`config.mk`:
```
export PLATFORM = sky130hd
export DESIGN_NAME = pc_call_stack_flat
export DESIGN_NICKNAME = d
export VERILOG_FILES = /design/src/rtl/pc_call_stack_pkg.sv /design/src/rtl/pc_call_stack_if.sv /design/src/rtl/pc_call_stack_lifo_stack.sv /design/src/rtl/pc_call_stack.sv /design/src/flat_wrapper.sv
export SDC_FILE = /design/constraint.sdc
export NUM_CORES = 1
export LEC_CHECK = 0
export CORE_ASPECT_RATIO = 0.75
export CORE_MARGIN = 2
export CORE_UTILIZATION = 51
export DETAILED_ROUTE_END_ITERATION = 10
export GPL_TIMING_DRIVEN = 0
export PLACE_DENSITY = 0.77
export REMOVE_ABC_BUFFERS = 1
export SLEW_MARGIN = 10
export SYNTH_ARGS = -nofsm -noshare
export SYNTH_HDL_FRONTEND = slang
export SYNTH_SLANG_ARGS = --single-unit
```
`constraint.sdc`:
```
create_clock -name clk -period 4.4 [get_ports clk]
set_clock_uncertainty 0.2 [all_clocks]
set_input_delay 0.66 -clock clk [delete_from_list [all_inputs] [get_ports clk]]
set_output_delay 0.66 -clock clk [all_outputs]
set_load 0.02 [all_outputs]
```
`src/rtl/pc_call_stack_pkg.sv`:
```
// Shared definitions for the sap1 program counter with return-address stack:
// default widths and the command set in priority order.
package pc_call_stack_pkg;

    localparam int ADDR_WIDTH_DEF  = 8;
    localparam int STACK_DEPTH_DEF = 8;

    typedef enum logic [2:0] {
        CMD_NONE,
        CMD_RESET,
        CMD_RET,
        CMD_CALL,
        CMD_LOAD,
        CMD_INC
    } cmd_e;

    // Only the highest-priority asserted command acts.
    function automatic cmd_e decode_cmd(input logic reset, input logic ret,
                                        input logic call, input logic load,
                                        input logic increment);
        if (reset)          return CMD_RESET;
        else if (ret)       return CMD_RET;
        else if (call)      return CMD_CALL;
        else if (load)      return CMD_LOAD;
        else if (increment) return CMD_INC;
        else                return CMD_NONE;
    endfunction

endpackage

```
`src/rtl/pc_call_stack_if.sv`:
```
// Controller-side bundle of the program counter: command strobes, jump target,
// PC value, stack occupancy and sticky error flags.
interface pc_call_stack_if #(
    parameter int ADDR_WIDTH  = 8,
    parameter int STACK_DEPTH = 8
);
    localparam int DW = $clog2(STACK_DEPTH + 1);

    logic                  reset;
    logic                  increment;
    logic                  load;
    logic                  call;
    logic                  ret;
    logic [ADDR_WIDTH-1:0] load_data;
    logic [ADDR_WIDTH-1:0] pc;
    logic [DW-1:0]         depth;
    logic                  stack_full;
    logic                  stack_empty;
    logic                  out_of_range;
    logic                  stack_overflow;
    logic                  stack_underflow;

    modport master (
        output reset, increment, load, call, ret, load_data,
        input  pc, depth, stack_full, stack_empty,
               out_of_range, stack_overflow, stack_underflow
    );

    modport slave (
        input  reset, increment, load, call, ret, load_data,
        output pc, depth, stack_full, stack_empty,
               out_of_range, stack_overflow, stack_underflow
    );

endinterface

```
`src/rtl/pc_call_stack_lifo_stack.sv`:
```
// Return-address LIFO; the occupancy count doubles as the push/pop pointer so
// consecutive push/pop cycles need no bubble.
module lifo_stack #(
    parameter  int WIDTH = 8,
    parameter  int DEPTH = 8,
    localparam int CW    = $clog2(DEPTH + 1),
    localparam int IW    = (DEPTH > 1) ? $clog2(DEPTH) : 1
) (
    input  logic             clk,
    input  logic             a_reset_n,
    input  logic             clr_i,
    input  logic             push_i,
    input  logic             pop_i,
    input  logic [WIDTH-1:0] wdata_i,
    output logic [WIDTH-1:0] rdata_o,
    output logic [CW-1:0]    count_o,
    output logic             full_o,
    output logic             empty_o,
    output logic             overflow_o,
    output logic             underflow_o
);

    logic [WIDTH-1:0] mem_q [DEPTH];
    logic [CW-1:0]    count_q, count_d;
    logic             do_push, do_pop;
    logic [IW-1:0]    wr_idx, rd_idx;

    assign full_o      = (count_q == CW'(DEPTH));
    assign empty_o     = (count_q == '0);
    assign wr_idx      = IW'(count_q);
    assign rd_idx      = IW'(count_q - CW'(1));
    assign rdata_o     = mem_q[rd_idx];
    assign count_o     = count_q;

    assign do_pop      = pop_i & ~clr_i & ~empty_o;
    assign do_push     = push_i & ~pop_i & ~clr_i & ~full_o;
    assign overflow_o  = push_i & ~pop_i & ~clr_i & full_o;
    assign underflow_o = pop_i & ~clr_i & empty_o;

    always_comb begin
        count_d = count_q;
        if (clr_i)        count_d = '0;
        else if (do_pop)  count_d = count_q - CW'(1);
        else if (do_push) count_d = count_q + CW'(1);
    end

    always_ff @(posedge clk or negedge a_reset_n) begin
        if (!a_reset_n) count_q <= '0;
        else            count_q <= count_d;
    end

    // Entry storage is intentionally unreset; unoccupied slots are don't-care.
    always_ff @(posedge clk) begin
        if (do_push) mem_q[wr_idx] <= wdata_i;
    end

endmodule

```
`src/rtl/pc_call_stack.sv`:
```
// Program counter for the sap1 family with hardware CALL/RET: PC register,
// command priority decode and sticky error flags around one lifo_stack.
module pc_call_stack
    import pc_call_stack_pkg::*;
#(
    parameter int                    ADDR_WIDTH  = ADDR_WIDTH_DEF,
    parameter int                    STACK_DEPTH = STACK_DEPTH_DEF,
    parameter logic [ADDR_WIDTH-1:0] RESET_ADDR  = '0
) (
    input logic            clk,
    input logic            a_reset_n,
    pc_call_stack_if.slave bus
);

    localparam int DW = $clog2(STACK_DEPTH + 1);

    cmd_e                  cmd;
    logic [ADDR_WIDTH-1:0] pc_q, pc_d;
    logic                  oor_q, oor_d;
    logic                  ovf_q, ovf_d;
    logic                  unf_q, unf_d;
    logic                  st_clr, st_push, st_pop;
    logic [ADDR_WIDTH-1:0] st_rdata;
    logic [DW-1:0]         st_count;
    logic                  st_full, st_empty, st_overflow, st_underflow;

    assign cmd = decode_cmd(bus.reset, bus.ret, bus.call, bus.load, bus.increment);

    lifo_stack #(
        .WIDTH (ADDR_WIDTH),
        .DEPTH (STACK_DEPTH)
    ) u_stack (
        .clk         (clk),
        .a_reset_n   (a_reset_n),
        .clr_i       (st_clr),
        .push_i      (st_push),
        .pop_i       (st_pop),
        .wdata_i     (pc_q + ADDR_WIDTH'(1)),
        .rdata_o     (st_rdata),
        .count_o     (st_count),
        .full_o      (st_full),
        .empty_o     (st_empty),
        .overflow_o  (st_overflow),
        .underflow_o (st_underflow)
    );

    always_comb begin
        pc_d    = pc_q;
        oor_d   = oor_q;
        ovf_d   = ovf_q;
        unf_d   = unf_q;
        st_clr  = 1'b0;
        st_push = 1'b0;
        st_pop  = 1'b0;
        unique case (cmd)
            CMD_RESET: begin
                pc_d   = RESET_ADDR;
                oor_d  = 1'b0;
                ovf_d  = 1'b0;
                unf_d  = 1'b0;
                st_clr = 1'b1;
            end
            CMD_RET: begin
                st_pop = 1'b1;
                if (!st_empty) pc_d = st_rdata;
                unf_d  = unf_q | st_underflow;
            end
            CMD_CALL: begin
                st_push = 1'b1;
                if (!st_full) pc_d = bus.load_data;
                ovf_d   = ovf_q | st_overflow;
            end
            CMD_LOAD: pc_d = bus.load_data;
            CMD_INC: begin
                // Saturate at the top of the address space rather than wrap.
                if (pc_q == '1) oor_d = 1'b1;
                else            pc_d  = pc_q + ADDR_WIDTH'(1);
            end
            default: ;
        endcase
    end

    always_ff @(posedge clk or negedge a_reset_n) begin
        if (!a_reset_n) begin
            pc_q  <= RESET_ADDR;
            oor_q <= 1'b0;
            ovf_q <= 1'b0;
            unf_q <= 1'b0;
        end else begin
            pc_q  <= pc_d;
            oor_q <= oor_d;
            ovf_q <= ovf_d;
            unf_q <= unf_d;
        end
    end

    assign bus.pc              = pc_q;
    assign bus.depth           = st_count;
    assign bus.stack_full      = st_full;
    assign bus.stack_empty     = st_empty;
    assign bus.out_of_range    = oor_q;
    assign bus.stack_overflow  = ovf_q;
    assign bus.stack_underflow = unf_q;

endmodule
```
`src/flat_wrapper.sv`:
```
// flat-port wrapper written by rule: the top's interface ports become plain ports
module pc_call_stack_flat import pc_call_stack_pkg::*;
#(
    parameter int                    ADDR_WIDTH  = ADDR_WIDTH_DEF,
    parameter int                    STACK_DEPTH = STACK_DEPTH_DEF,
    parameter logic [ADDR_WIDTH-1:0] RESET_ADDR  = '0
)
  (clk, a_reset_n, bus_reset, bus_increment, bus_load, bus_call, bus_ret, bus_load_data, bus_pc, bus_depth, bus_stack_full, bus_stack_empty, bus_out_of_range, bus_stack_overflow, bus_stack_underflow);
  pc_call_stack_if #(.ADDR_WIDTH(ADDR_WIDTH), .STACK_DEPTH(STACK_DEPTH)) bus_i ();
  input logic clk;
  input logic a_reset_n;
  input wire logic [$bits(bus_i.reset)-1:0] bus_reset;
  input wire logic [$bits(bus_i.increment)-1:0] bus_increment;
  input wire logic [$bits(bus_i.load)-1:0] bus_load;
  input wire logic [$bits(bus_i.call)-1:0] bus_call;
  input wire logic [$bits(bus_i.ret)-1:0] bus_ret;
  input wire logic [$bits(bus_i.load_data)-1:0] bus_load_data;
  output wire logic [$bits(bus_i.pc)-1:0] bus_pc;
  output wire logic [$bits(bus_i.depth)-1:0] bus_depth;
  output wire logic [$bits(bus_i.stack_full)-1:0] bus_stack_full;
  output wire logic [$bits(bus_i.stack_empty)-1:0] bus_stack_empty;
  output wire logic [$bits(bus_i.out_of_range)-1:0] bus_out_of_range;
  output wire logic [$bits(bus_i.stack_overflow)-1:0] bus_stack_overflow;
  output wire logic [$bits(bus_i.stack_underflow)-1:0] bus_stack_underflow;
  assign bus_i.reset = bus_reset;
  assign bus_i.increment = bus_increment;
  assign bus_i.load = bus_load;
  assign bus_i.call = bus_call;
  assign bus_i.ret = bus_ret;
  assign bus_i.load_data = bus_load_data;
  assign bus_pc = bus_i.pc;
  assign bus_depth = bus_i.depth;
  assign bus_stack_full = bus_i.stack_full;
  assign bus_stack_empty = bus_i.stack_empty;
  assign bus_out_of_range = bus_i.out_of_range;
  assign bus_stack_overflow = bus_i.stack_overflow;
  assign bus_stack_underflow = bus_i.stack_underflow;
  pc_call_stack #(.ADDR_WIDTH(ADDR_WIDTH), .STACK_DEPTH(STACK_DEPTH), .RESET_ADDR(RESET_ADDR)) u_core (.clk(clk), .a_reset_n(a_reset_n), .bus(bus_i));
endmodule
```
==> flow_results.xml <==
<?xml version="1.0" encoding="UTF-8"?>
<metrics>
  <group name="synthesis">
    <metric name="netlist-cell-type-count" unit="">42</metric>
    <metric name="number_of_synthesized_flops_with_an_enable_pin" unit="">64</metric>
    <metric name="synthesis.area_per_instance" unit="µm²">15.4</metric>
    <metric name="ys_top_cells_by_area" unit="">sky130_fd_sc_hd__edfxtp_1, sky130_fd_sc_hd__dfrtp_1, sky130_fd_sc_hd__mux4_2, sky130_fd_sc_hd__nor2_1, sky130_fd_sc_hd__a22o_1</metric>
    <metric name="flip_flop_and_latch_count_after_synthesis" unit="">79</metric>
    <metric name="netlist.top_cell.by_area" unit="">sky130_fd_sc_hd__edfxtp_1</metric>
    <metric name="ys_async_sr_fraction" unit="%">19.0</metric>
    <metric name="synthesis.yosys.warnings" unit="">0</metric>
    <metric name="postSynth.topFlopCell" unit="">sky130_fd_sc_hd__edfxtp_1</metric>
    <metric name="synth.cell_area" unit="mm²">0.00347</metric>
    <metric name="synthesis.instances" unit="">225</metric>
    <metric name="synth-seq-area-share" unit="%">66.2</metric>
    <metric name="post-synth-top-area-fraction" unit="%">55.4</metric>
  </group>
  <group name="cts">
    <metric name="cts.hold.buffers_added" unit="">0</metric>
    <metric name="cts.reportedPaths.clkPinSlew" unit="ns">0.08</metric>
    <metric name="post_cts.resized_instances" unit="">0</metric>
    <metric name="ctsLongestPathBuffers" unit="">2</metric>
    <metric name="cts.sink_count" unit="">79</metric>
    <metric name="clock_insertion_delay_at_the_later_pin_of_the_skew_report" unit="ns">0.35</metric>
    <metric name="postCtsSetupRepairBufs" unit="">0</metric>
    <metric name="cts_buffers" unit="">9</metric>
    <metric name="cts.htree.levels" unit="">3</metric>
    <metric name="root_cell_of_the_clock_tree" unit="">sky130_fd_sc_hd__clkbuf_8</metric>
    <metric name="tritoncts" unit="">yes</metric>
  </group>
  <group name="finish">
    <metric name="layout.cell_area.non_filler" unit="mm²">0.00408</metric>
    <metric name="sequential_cell_area_in_the_final_layout" unit="mm²">0.00230</metric>
    <metric name="instances_no_fill" unit="">351</metric>
    <metric name="antenna_cells" unit="">0</metric>
    <metric name="filler_cell_count" unit="">525</metric>
    <metric name="final_nets" unit="">280</metric>
    <metric name="fraction_of_layout_cells_with_a_size_suffix_above_1" unit="%">16.5</metric>
    <metric name="multi_input_combinational_cell_area" unit="mm²">0.00110</metric>
    <metric name="flow.area_growth_from_synthesis" unit="%">17.5</metric>
  </group>
  <group name="pwr">
    <metric name="power.static_leakage" unit="µW">0.00141</metric>
    <metric name="cellPowerDensity" unit="mW/mm²">428</metric>
    <metric name="power" unit="µW">1750</metric>
    <metric name="vdd.ir_drop.worst" unit="mV">0.233</metric>
  </group>
  <group name="floorplanning">
    <metric name="die_y" unit="µm">75.4</metric>
    <metric name="start_util" unit="%">51.8</metric>
    <metric name="io_pins" unit="">32</metric>
    <metric name="die_footprint" unit="mm²">0.00749</metric>
    <metric name="die_w" unit="µm">99.3</metric>
    <metric name="floorplan.core_area" unit="mm²">0.00670</metric>
    <metric name="placement_rows" unit="">26</metric>
  </group>
  <group name="drt">
    <metric name="via_per_inst" unit="">6.34</metric>
    <metric name="detail-route-antenna-nets" unit="">0</metric>
    <metric name="wire_per_inst" unit="µm">22.1</metric>
    <metric name="via_count" unit="">2226</metric>
    <metric name="postRouteWirelength" unit="µm">7770</metric>
    <metric name="dr.first_iter.drc_count" unit="">338</metric>
    <metric name="drt_drc_violations_left" unit="">0</metric>
    <metric name="drt_pass1_iterations" unit="">5</metric>
  </group>
  <group name="critical_path">
    <metric name="worst_setup_path_end_kind" unit="">output pin</metric>
    <metric name="worst-endpoint-arrival" unit="ns">2.59</metric>
    <metric name="critPathRequiredTime" unit="ns">3.54</metric>
    <metric name="cp_max_fo" unit="">25</metric>
    <metric name="crit_path_start_kind" unit="">flip-flop</metric>
    <metric name="timing_worst_setup_path_type" unit="">flip-flop to output pin</metric>
  </group>
  <group name="global_routing">
    <metric name="grt_first_pass_wirelength" unit="µm">11200</metric>
    <metric name="antenna_found_initial" unit="">0</metric>
    <metric name="maximum_number_of_pins_on_one_net_before_global_route_repair" unit="">26</metric>
    <metric name="grt_usage" unit="%">21.5</metric>
    <metric name="grt_remaining_overflow" unit="">0</metric>
    <metric name="first_global_vias" unit="">2062</metric>
  </group>
  <group name="timing">
    <metric name="achievable_freq" unit="MHz">290</metric>
    <metric name="final_min_period_over_clock_period" unit="%">78.3</metric>
    <metric name="grt_setup_unrepaired" unit="">no</metric>
    <metric name="final.setup.tns" unit="ns">0</metric>
    <metric name="final-setup-viol-count" unit="">0</metric>
    <metric name="hold_ws" unit="ns">0.340</metric>
    <metric name="fin_crit" unit="ns">3.45</metric>
    <metric name="timing.slew.headroom" unit="%">29.6</metric>
    <metric name="final_max_slew_viol_count" unit="">0</metric>
    <metric name="worst_slew_pin_slew" unit="ns">1.05</metric>
    <metric name="finalHoldViolCount" unit="">0</metric>
  </group>
  <group name="placed_design">
    <metric name="hpwlAfterDp" unit="µm">5040</metric>
    <metric name="post-place-cells" unit="">335</metric>
    <metric name="post_dp_cell_area" unit="mm²">0.00389</metric>
    <metric name="port_buffers" unit="">31</metric>
    <metric name="gp_congestion" unit="">0.905</metric>
  </group>
  <group name="worst_hold_path">
    <metric name="worst_hold_path_type" unit="">flip-flop to flip-flop</metric>
  </group>
  <group name="run_status">
    <metric name="outcome" unit="">completed</metric>
  </group>
  <group name="job">
    <metric name="drv.max_cap_violation_count" unit="">0</metric>
  </group>
</metrics>
flip-flops by register name, indices dropped and copies added, names as in the netlist:
name                        cells
u_core.bus.stack_underflow      1
u_core.bus.out_of_range         1
u_core.u_stack.mem_q           64
u_core.bus.stack_overflow       1
u_core.bus.pc                   8
u_core.u_stack.count_o          4
report_power, final:
part           switching, µW  total, µW  internal [µW]
Clock                    260        522            262
Sequential              52.9        904            851
Combinational            167        319            152
Total                    480       1750           1270
path summary, 6_finish.rpt:
kind                                                        start                                     end  slack [ns]  cells after the start
min reg2reg                u_core.bus.stack_underflow$_DFFE_PN0P_  u_core.bus.stack_underflow$_DFFE_PN0P_        0.34                      2
max                         u_core.u_stack.count_o[0]$_DFFE_PN0P_                         bus_stack_empty        0.95                      4
max in group asynchronous                               a_reset_n   u_core.u_stack.count_o[0]$_DFFE_PN0P_        2.88                      1
min                        u_core.bus.stack_underflow$_DFFE_PN0P_  u_core.bus.stack_underflow$_DFFE_PN0P_        0.34                      2
max reg2reg                 u_core.u_stack.count_o[0]$_DFFE_PN0P_    u_core.u_stack.mem_q[2][1]$_DFFE_PP_        1.03                      6
min in group asynchronous                               a_reset_n   u_core.bus.stack_overflow$_DFFE_PN0P_        0.57                      1
layer usage:
metal	part of all wire, %	global-route usage [%]	up-vias
met4	2.3	7.91	0
met5	0	0	-
met2	46	33.4	141
met3	10	6.79	24
met1	42	29.2	1103
li1	-	-	958
kinds of logic after synthesis:
family                     Yosys count  share of synthesized area (%)
DFF                                 79                           66.2
and+or+nand+nor                     58                           8.00
AOI/OAI and AO/OA                   41                           8.87
buffers and inverters               19                           2.99
muxes                               16                           10.6
xor gates and xnor gates             9                           2.27
adders and majority gates            3                           1.08
per-stage QoR:
stage	setup WS [ns]	util, %
global route	0.849	60.8
CTS	0.977	60.8
finish	0.953	60.8
global placement	-0.0387	56.9
detailed placement	0.944	58.0
floorplan	1.15	-
Yosys cell counts (all sizes together), types with 2 or more instances:
cell,instances
edfxtp,64
nor2,18
mux4,16
dfrtp,15
nand2,14
o21ai,14
buf,9
inv,8
a22o,7
nor3,7
a221oi,6
nand3,5
xnor2,5
xor2,4
and3,3
ha,3
nor4,3
a211oi,2
a21oi,2
a31oi,2
nand4,2
nor2b,2
placed cells by master, fill, tap and decap left out, drive strengths merged, types with 3 or more instances in the layout:
cell type / Yosys / routed
inv: 8 / 8
ha: 3 / 3
edfxtp: 64 / 64
and3: 3 / 3
nor4: 3 / 3
nand2: 14 / 14
nor2: 18 / 18
xor2: 4 / 4
clkinv: 1 / 3
a221oi: 6 / 6
mux4: 16 / 16
buf: 9 / 5
a22o: 7 / 7
nand3: 5 / 5
xnor2: 5 / 5
clkdlybuf4s50: 0 / 31
nor3: 7 / 7
o21ai: 14 / 14
dfrtp: 15 / 15
clkbuf: 1 / 11
critical path, cell delays in order (launching register included):
cell	delay, ns
sky130_fd_sc_hd__dfrtp_2	0.69
sky130_fd_sc_hd__inv_1	0.22
sky130_fd_sc_hd__ha_1	0.24
sky130_fd_sc_hd__nor3b_1	0.39
sky130_fd_sc_hd__clkdlybuf4s50_1	0.69
cell type report:
class	instances	area share, %
inverters	9	0.828
repair buffers	36	8.53
clock buffers	11	3.22
clock inverters	5	1.44
multi-input cells	127	27.0
well taps	84	2.58
flip-flops and latches	79	56.4
No activity file was read; power rests on OpenSTA's default activity.
